<file path="src/rtl/monster_wave_scheduler.sv">
// Level/wave monster spawner: paces spawns on frame ticks, tracks path leaks and lives.
// Latency: enable pulses 2 Clk after the gap expires; backpressure: stalls in ALLOC while every slot is used.
module monster_wave_scheduler #(
    parameter int NUM_SLOTS  = 8,
    parameter int GAP_FRAMES = 90,
    parameter int WAVE_PAUSE = 180,
    parameter int NUM_WAVES  = 3,
    parameter int LIVES      = 5
) (
    input  logic                 Clk,
    input  logic                 Reset_n,
    input  logic                 frame_clk,
    input  logic                 start,
    input  logic [2:0]           level_index,
    input  logic [NUM_SLOTS-1:0] used_array,
    input  logic [NUM_SLOTS-1:0] achieve_array,
    output logic [NUM_SLOTS-1:0] enable,
    output logic [2:0]           Summon,
    output logic [1:0]           wave_index,
    output logic [3:0]           spawn_count,
    output logic [2:0]           lives,
    output logic                 busy,
    output logic                 level_clear,
    output logic                 game_over
);

    localparam int GW = 8;

    typedef enum logic [2:0] {
        IDLE, WAIT_GAP, ALLOC, SPAWN, WAIT_CLEAR, DONE, LOST
    } state_t;

    state_t               state_q, state_d;
    logic                 frame_clk_q, frame_clk_d;
    logic                 frame_tick_q, frame_tick_d;
    logic [GW-1:0]        gap_q, gap_d;
    logic [1:0]           wave_q, wave_d;
    logic [3:0]           count_q, count_d;
    logic [2:0]           lives_q, lives_d;
    logic [2:0]           level_q, level_d;
    logic [NUM_SLOTS-1:0] slot_q, slot_d;
    logic [NUM_SLOTS-1:0] leak_q, leak_d;

    logic [NUM_SLOTS-1:0] free, lowest_free, new_leak;
    logic [7:0]           leak_cnt;
    logic [3:0]           per_wave;
    logic [2:0]           spawn_type;
    logic                 active, clear_done;

    always_comb begin
        free        = ~used_array;
        lowest_free = free & (~free + NUM_SLOTS'(1));
        active      = (state_q == WAIT_GAP) || (state_q == ALLOC) ||
                      (state_q == SPAWN) || (state_q == WAIT_CLEAR);
        enable      = (state_q == SPAWN) ? slot_q : '0;

        if (level_q >= 3'd2)      per_wave = 4'd8;
        else if (level_q == 3'd1) per_wave = 4'd6;
        else                      per_wave = 4'd4;

        // Last monster of the third and later waves is the boss.
        if (wave_q == 2'd0)      spawn_type = 3'd0;
        else if (wave_q == 2'd1) spawn_type = count_q[0] ? 3'd2 : 3'd0;
        else                     spawn_type = (count_q == per_wave - 4'd1) ? 3'd6 : 3'd2;
        Summon = (state_q == SPAWN) ? spawn_type : 3'd0;

        new_leak = active ? (achieve_array & used_array & ~leak_q & ~enable) : '0;
        leak_cnt = '0;
        for (int k = 0; k < NUM_SLOTS; k++) begin
            leak_cnt = leak_cnt + 8'(new_leak[k]);
        end
        clear_done = &(free | leak_q);

        busy        = active;
        level_clear = (state_q == DONE);
        game_over   = (state_q == LOST);
        wave_index  = wave_q;
        spawn_count = count_q;
        lives       = lives_q;
    end

    always_comb begin
        state_d      = state_q;
        frame_clk_d  = frame_clk;
        frame_tick_d = frame_clk & ~frame_clk_q;
        gap_d        = gap_q;
        wave_d       = wave_q;
        count_d      = count_q;
        level_d      = level_q;
        slot_d       = slot_q;
        // A flag lives only while its slot is occupied by the same monster.
        leak_d       = (leak_q | new_leak) & used_array & ~enable;
        if (leak_cnt >= {5'd0, lives_q}) lives_d = 3'd0;
        else                             lives_d = lives_q - leak_cnt[2:0];

        if (active && (lives_q == 3'd0)) begin
            state_d = LOST;
        end else begin
            case (state_q)
                IDLE, DONE, LOST: begin
                    if (start) begin
                        level_d = level_index;
                        lives_d = 3'(LIVES);
                        wave_d  = 2'd0;
                        count_d = 4'd0;
                        gap_d   = GW'(WAVE_PAUSE);
                        leak_d  = '0;
                        state_d = WAIT_GAP;
                    end
                end
                WAIT_GAP: begin
                    if (gap_q == '0)       state_d = ALLOC;
                    else if (frame_tick_q) gap_d   = gap_q - GW'(1);
                end
                ALLOC: begin
                    if (count_q == per_wave) begin
                        state_d = WAIT_CLEAR;
                    end else if (|free) begin
                        slot_d  = lowest_free;
                        state_d = SPAWN;
                    end
                end
                SPAWN: begin
                    count_d = count_q + 4'd1;
                    gap_d   = GW'(GAP_FRAMES);
                    state_d = WAIT_GAP;
                end
                WAIT_CLEAR: begin
                    if (clear_done) begin
                        if (wave_q == 2'(NUM_WAVES - 1)) begin
                            state_d = DONE;
                        end else begin
                            wave_d  = wave_q + 2'd1;
                            count_d = 4'd0;
                            gap_d   = GW'(WAVE_PAUSE);
                            state_d = WAIT_GAP;
                        end
                    end
                end
                default: state_d = IDLE;
            endcase
        end
    end

    always_ff @(posedge Clk) begin
        if (!Reset_n) begin
            state_q      <= IDLE;
            frame_clk_q  <= 1'b0;
            frame_tick_q <= 1'b0;
            gap_q        <= '0;
            wave_q       <= 2'd0;
            count_q      <= 4'd0;
            lives_q      <= 3'(LIVES);
            level_q      <= 3'd0;
            slot_q       <= '0;
            leak_q       <= '0;
        end else begin
            state_q      <= state_d;
            frame_clk_q  <= frame_clk_d;
            frame_tick_q <= frame_tick_d;
            gap_q        <= gap_d;
            wave_q       <= wave_d;
            count_q      <= count_d;
            lives_q      <= lives_d;
            level_q      <= level_d;
            slot_q       <= slot_d;
            leak_q       <= leak_d;
        end
    end

endmodule

</file>
<file path="config.mk">
export PLATFORM = sky130hd
export DESIGN_NAME = monster_wave_scheduler
export DESIGN_NICKNAME = d
export VERILOG_FILES = /design/src/rtl/monster_wave_scheduler.sv
export SDC_FILE = /design/constraint.sdc
export NUM_CORES = 1
export LEC_CHECK = 0
export BUFFER_PORTS_ARGS = -buffer_cell sky130_fd_sc_hd__buf_2
export CAP_MARGIN = 20
export CORE_MARGIN = 1.5
export CORE_UTILIZATION = 40
export CTS_BUF_LIST = sky130_fd_sc_hd__clkbuf_16
export CTS_CLUSTER_DIAMETER = 120
export DETAILED_ROUTE_END_ITERATION = 7
export RECOVER_POWER = 25
export SETUP_SLACK_MARGIN = 0.4
export SYNTH_ARGS = -nofsm -noshare
export SYNTH_HDL_FRONTEND = slang
export SYNTH_SLANG_ARGS = --single-unit
</file>
<file path="constraint.sdc">
create_clock -name Clk -period 8.5 [get_ports Clk]
set_input_delay 0.85 -clock Clk [delete_from_list [all_inputs] [get_ports Clk]]
set_output_delay 0.85 -clock Clk [all_outputs]
set_load 0.05 [all_outputs]
</file>
### Word level (Yosys, flattened, before mapping)

Cells that the tools add are included.

* flip-flop bits (word level): 41
* input bits: 23
* output and inout bits: 23
* word-level logic and storage cells: 125

* add/sub/neg operators: 13
* $lt $le $gt $ge: 2
* eq/ne operators: 22
* mux-type cells: 38
* bitwise logic cells: 17
* reductions and logical operators: 22

Operators with widths (number)
* two-way mux 8 bit: 10
* bitwise AND 8 bit: 6
* two-way mux 3 bit: 15
* inverter 8 bit: 4
* one-hot mux 8 bit (4 select lines): 1
* two-way mux 4 bit: 4
* OR 8 bit: 2
* one-hot mux 3 bit (5 select lines): 1
* one-hot mux 4 bit (3 select lines): 1
* AND reduction 4 bit: 3
* two-way mux 2 bit: 5
* != test 2 bit, second input constant: 5
* AND reduction 5 bit: 2
* equality test 3 bit, second input constant: 3
* adder 7 x 1 -> 8 bit: 1
* adder 8 x 1 -> 8 bit, second input constant: 1
* equality test 4 bit: 2
* greater-or-equal comparator 8 x 3 -> 1 bit: 1
* logical NOT 8 bit: 1
* AND reduction 8 bit: 1
* OR reduction 8 bit: 1
* subtractor 8 x 1 -> 8 bit, second input constant: 1
* adder 6 x 1 -> 7 bit: 1
* AND reduction 7 bit: 1
* 32 further kinds: 41

### Depth between registers and ports, before layout

* depth after elaboration: 17
* gate-level depth with buffers: 20

### Worst setup path after synthesis

No wires, ideal clock.

* kind: flip-flop to flip-flop
* start point: reg state_q[1]
* end point: reg lives_q[2], in the netlist lives[2]
* library setup time: 0.079 ns
* arrival: 4.948 ns
* data required time: 8.421 ns
* setup slack: 3.473 ns
* stages on the path, launching flop included: 20
* buffers on the path: 3
* clock period less this slack: 5.027 ns
* cell sequence: dfxtp_1 -> buf_6 -> clkbuf_1 -> nor2_1 -> xnor2_1 -> buf_2 -> nand2_1 -> nor3_1 -> fa_1 -> inv_1 -> fa_1 -> fa_1 -> inv_1 -> ha_1 -> fa_1 -> inv_1 -> fa_1 -> a211oi_1 -> a21oi_1 -> o211ai_1

* longest elaborated chain between the ends: 17

Ends and longest elaborated chain
* start, declared: line 33 `state_t state_q, state_d;`
* start signal, assigned: line 158 `state_q <= state_d;`
* equality test 3 x 1 -> 1 bit / equality test 3 x 2 -> 1 bit (equally long branches): line 53 `active = (state_q == WAIT_GAP) || (state_q == ALLOC) ||`
* logical OR 1 bit (2 in a row): line 53
* logical OR 1 bit *: line 54 `(state_q == SPAWN) || (state_q == WAIT_CLEAR);`
* net busy: line 22 `output logic busy,`
* two-way mux 8 bit: line 67 `new_leak = active ? (achieve_array & used_array & ~leak_q & ~enable) : '0;`
* adder 1 x 1 -> 2 bit: line 70 `leak_cnt = leak_cnt + 8'(new_leak[k]);`
* adder 2 x 1 -> 3 bit: line 70
* adder 3 x 1 -> 4 bit: line 70
* adder 4 x 1 -> 5 bit: line 70
* adder 5 x 1 -> 6 bit: line 70
* adder 6 x 1 -> 7 bit: line 70
* adder 7 x 1 -> 8 bit: line 70
* greater-or-equal comparator 8 x 3 -> 1 bit / subtractor 3 bit (equally long branches): line 93, 94
* two-way mux 3 bit: line 93 `if (leak_cnt >= {5'd0, lives_q}) lives_d = 3'd0;`
* two-way mux 3 bit: line 101 `if (start) begin`
* two-way mux 3 bit: line 99 `case (state_q)`
* two-way mux 3 bit *: line 96 `if (active && (lives_q == 3'd0)) begin`
* end signal, assigned: line 153 `lives_q <= 3'(LIVES);`
* end signal, assigned: line 164 `lives_q <= lives_d;`
* end, declared: line 39 `logic [2:0] lives_q, lives_d;`

Mark *: on every way through the listed nets, which the timed path passes. The rest lies on a longest branch.
A chain may end at the register's enable or synchronous reset.

### Worst setup path after layout

* start point: reg state_q[1]
* end point: reg lives_q[2], in the netlist lives[2]

* longest elaborated chain between the ends: 17

Ends and longest elaborated chain (line)
* equality test 3 x 2 -> 1 bit (tied with other cells): 54, 55
* two-way mux 8 bit / logical OR 1 bit (equally long branches): 55, 53
* inverter 8 bit / logical OR 1 bit (equally long branches): 67, 53
* bitwise AND 8 bit / logical OR 1 bit (equally long branches): 67, 54
* two-way mux 8 bit: 67
* adder 1 x 1 -> 2 bit: 70
* adder 2 x 1 -> 3 bit: 70
* adder 3 x 1 -> 4 bit: 70
* adder 4 x 1 -> 5 bit: 70
* adder 5 x 1 -> 6 bit: 70
* adder 6 x 1 -> 7 bit: 70
* adder 7 x 1 -> 8 bit: 70
* greater-or-equal comparator 8 x 3 -> 1 bit / subtractor 3 bit (equally long branches): 93, 94
* two-way mux 3 bit: 93
* two-way mux 3 bit: 101
* two-way mux 3 bit: 99
* two-way mux 3 bit *: 96

Mark *: on every way between the ends. The rest lies on a longest branch, timed or not.

==> metrics <==
kind of critical path=flip-flop to flip-flop; reg2reg start=state_q[1]; EDFF count, synth=0; P_leak=roughly 1.4 nW; largest net degree at the start of global routing=51; Synth async-reset ratio=0; Starting Density=0.411; Post-CTS Setup Bufs=0; FF-to-FF setup slack=3550 ps; Hold Startpoint=frame_clk_q; post-DP HPWL=roughly 5100 um; Worst path max stage delay=660 ps; Clock Path Buffers=2; via count=2520; Die ar.=approximately 7400 um^2; reg-to-reg critical path endpoint=lives[2]; DRT iter0 DRCs=125; worst-skew pair later-pin latency=roughly 280 ps; Pre-antenna DRT Iters=4; commonest non-fill, non-tap cell in the layout=dfxtp_1; chip width=86.1 um; failing checks=capacitance limit, slew limit; clock sinks=about 40; hold depth=1; dominant synthesized flop cell=dfxtp_1; Hold Violations, Final=0; worst min-delay path class=flip-flop to flip-flop; Post-Layout Cell Count=about 460; Syn Nets=between 300 and 400; CP most frequent cell=fa_1; CP startpoint=state_q[1]; grt ovf=0; number of core rows=30; Detailed Route WL=approximately 6700 um; first-pass GRT wire length=11000 um; Post-CTS Hold Fix Bufs=0; Relative slew margins=-0.317; # fillers=674; Syn Inst Count=between 300 and 400; post-route minimum period=about 4900 ps; Fin Setup TNS=0 ps; Worst VDD drop=0.000160 V; syn_area_per_cell=8.13 um^2; Final Core Density=0.469; startpoint types=flip-flop; status=finished with violations; initial antenna violation count=0; n_diodes=0; fin area=3150 um^2; required time of the critical path=roughly 8600 ps; arrival time at the worst endpoint=roughly 5000 ps; Die Y=approximately 86 um; post-route clock period utilization=0.582; CP Cell Sequence=and3b_1 -> and2_1 -> nand2b_1 -> nor3_1 -> fa_1 -> inv_1 -> fa_1 -> fa_1 -> inv_1 -> ha_1 -> fa_1 -> xor2_1 -> ha_1 -> inv_1 -> o21ai_0 -> o211ai_1; share of cells above drive strength 1=0.156; Reg clk slew, reported paths=around 60 ps; Final setup viols=0; Tightest Pin Transition=between 1500 and 2000 ps; Post-CTS Resized=0; core area=roughly 6700 um^2; cell area after synthesis=roughly 2800 um^2; drc violations=0; GRT Util Overall=0.185; TritonCTS clock tree=yes; Crit Path Max Fanout=17; Register-to-Register Path Depth=16; Max Freq=202 MHz; #FFs+latches synth=41; vias in the first global route=between 2000 and 2500; Endpoint, Worst Hold=frame_tick_q; Synth cell types=65; Slowest-stage cell, CP=dfxtp_1; crit end category=flip-flop; io pins=46; sequential cell area fraction in the yosys report=0.297; Final nets=419; synth-to-layout area growth=14.1%; setup skew after layout=approximately 5.9 ps; max_cap viols=1; Wirelength per Cell=roughly 15 um; I/O Buffers=44; Root Buffer=clkbuf_16; pwr dens=~330 nW/um^2; most frequent cells in the layout=dfxtp_1 (41), nand2_1 (38), buf_2 (34), inv_1 (27), nor3_1 (20); drt via density=between 5 and 6; total CTS buffers=5; number of nets with antenna violations after routing=0; Final Max Slew Viols=slightly above 50; DP Area=approximately 3000 um^2; Syn. warnings=0; RSZ-0062 raised after global routing=false; placer congestion estimate=around 0.8; H-tree levels=2; placed insts=451
[worst max-delay path by stage]
stage	end	slack [ps]	depth (start not counted)
final	lives[2]	3550	16
after global routing	lives[2]	3310	16
after CTS	lives[2]	3620	16
after detailed placement	lives[2]	3650	16
after global placement	lives[2]	3770	16
after floorplan	lives[2]	3470	19
[cells in the mapped netlist, drive strengths merged (3+ instances only)]
master | n | area, um^2
a211oi | 3 | 22.5
a21oi | 18 | 90.1
and2 | 9 | 56.3
and3 | 4 | 26.3
buf | 6 | 38.8
clkbuf | 9 | 33.8
dfxtp | 41 | 821
fa | 6 | 120
ha | 12 | 150
inv | 26 | 97.6
mux2i | 17 | 170
nand2 | 39 | 149
nand2b | 13 | 81.3
nand3 | 14 | 70.1
nand3b | 3 | 22.5
nand4 | 5 | 31.3
nor2 | 12 | 45.0
nor2b | 6 | 37.5
nor3 | 20 | 100
nor3b | 3 | 27.5
nor4 | 5 | 31.3
o2111ai | 3 | 26.3
o211a | 3 | 37.5
o21ai | 12 | 63.8
o22ai | 4 | 25.0
o31ai | 3 | 22.5
or3 | 7 | 45.1
[layout make-up]
| type | instances | area [um^2] | share of cell area |
|---|---|---|---|
| inverters | 27 | 101 | 0.0321 |
| repair buffers | 46 | 223 | 0.0706 |
| well taps | 80 | 100 | 0.0317 |
| multi-input cells | 257 | 1770 | 0.561 |
| clock buffers | 5 | 125 | 0.0397 |
| flip-flops and latches | 41 | 821 | 0.260 |
| clock inverters | 3 | 13.8 | 0.00437 |
[where the power goes]
part	internal, mW	switching [mW]
logic	0.250	0.353
registers	0.228	0.0446
clock network	0.107	0.0736
[critical path: cells and delay by family, from the launching register on]
kind	cells	cell delay, ps
AOI/OAI and AO/OA	2	480
DFF	1	660
xor gates and xnor gates	1	150
and+or+nand+nor	4	840
buffers and inverters	3	150
adders and majority gates	6	2450
[stage by stage]
step / worst slack [ps] / hold slack (ps) / total power [mW]
after CTS: 3620 / 384 / 1.06
after floorplan: 3470 / 367 / 0.751
after global placement: 3770 / 372 / 0.866
final: 3550 / 382 / 1.06
after detailed placement: 3650 / 375 / 0.877
after global routing: 3310 / 424 / 1.14
[routing by layer]
| layer | global-route usage | part of all wire | up-vias |
|---|---|---|---|
| met5 | 0 | 0 | - |
| met4 | 0.0469 | 0.011 | 0 |
| li1 | - | - | 1286 |
| met1 | 0.255 | 0.49 | 1181 |
| met2 | 0.298 | 0.46 | 47 |
| met3 | 0.0346 | 0.036 | 6 |
[kinds of logic (layout without fill, tap and decap cells)]
| logic type | after synthesis | after routing | share of synthesized area |
|---|---|---|---|
| AND/OR/NAND/NOR | 151 | 151 | 0.297 |
| AO/OA/AOI/OAI | 67 | 67 | 0.173 |
| buffers and inverters | 42 | 81 | 0.0629 |
| flip-flops | 41 | 41 | 0.297 |
| adder cells (fa/ha/maj) | 18 | 18 | 0.0978 |
| multiplexers | 17 | 17 | 0.0616 |
| XOR/XNOR | 3 | 3 | 0.00951 |
| other | 1 | 1 | 0.00136 |
[state kept, by name, summed over array words and instances, names as in the netlist]
name	flops
level_q	3
lives	3
wave_index	2
leak_q	8
frame_tick_q	1
state_q	3
frame_clk_q	1
spawn_count	4
gap_q	8
slot_q	8
Note: power is estimated with default switching activity, not from simulation.
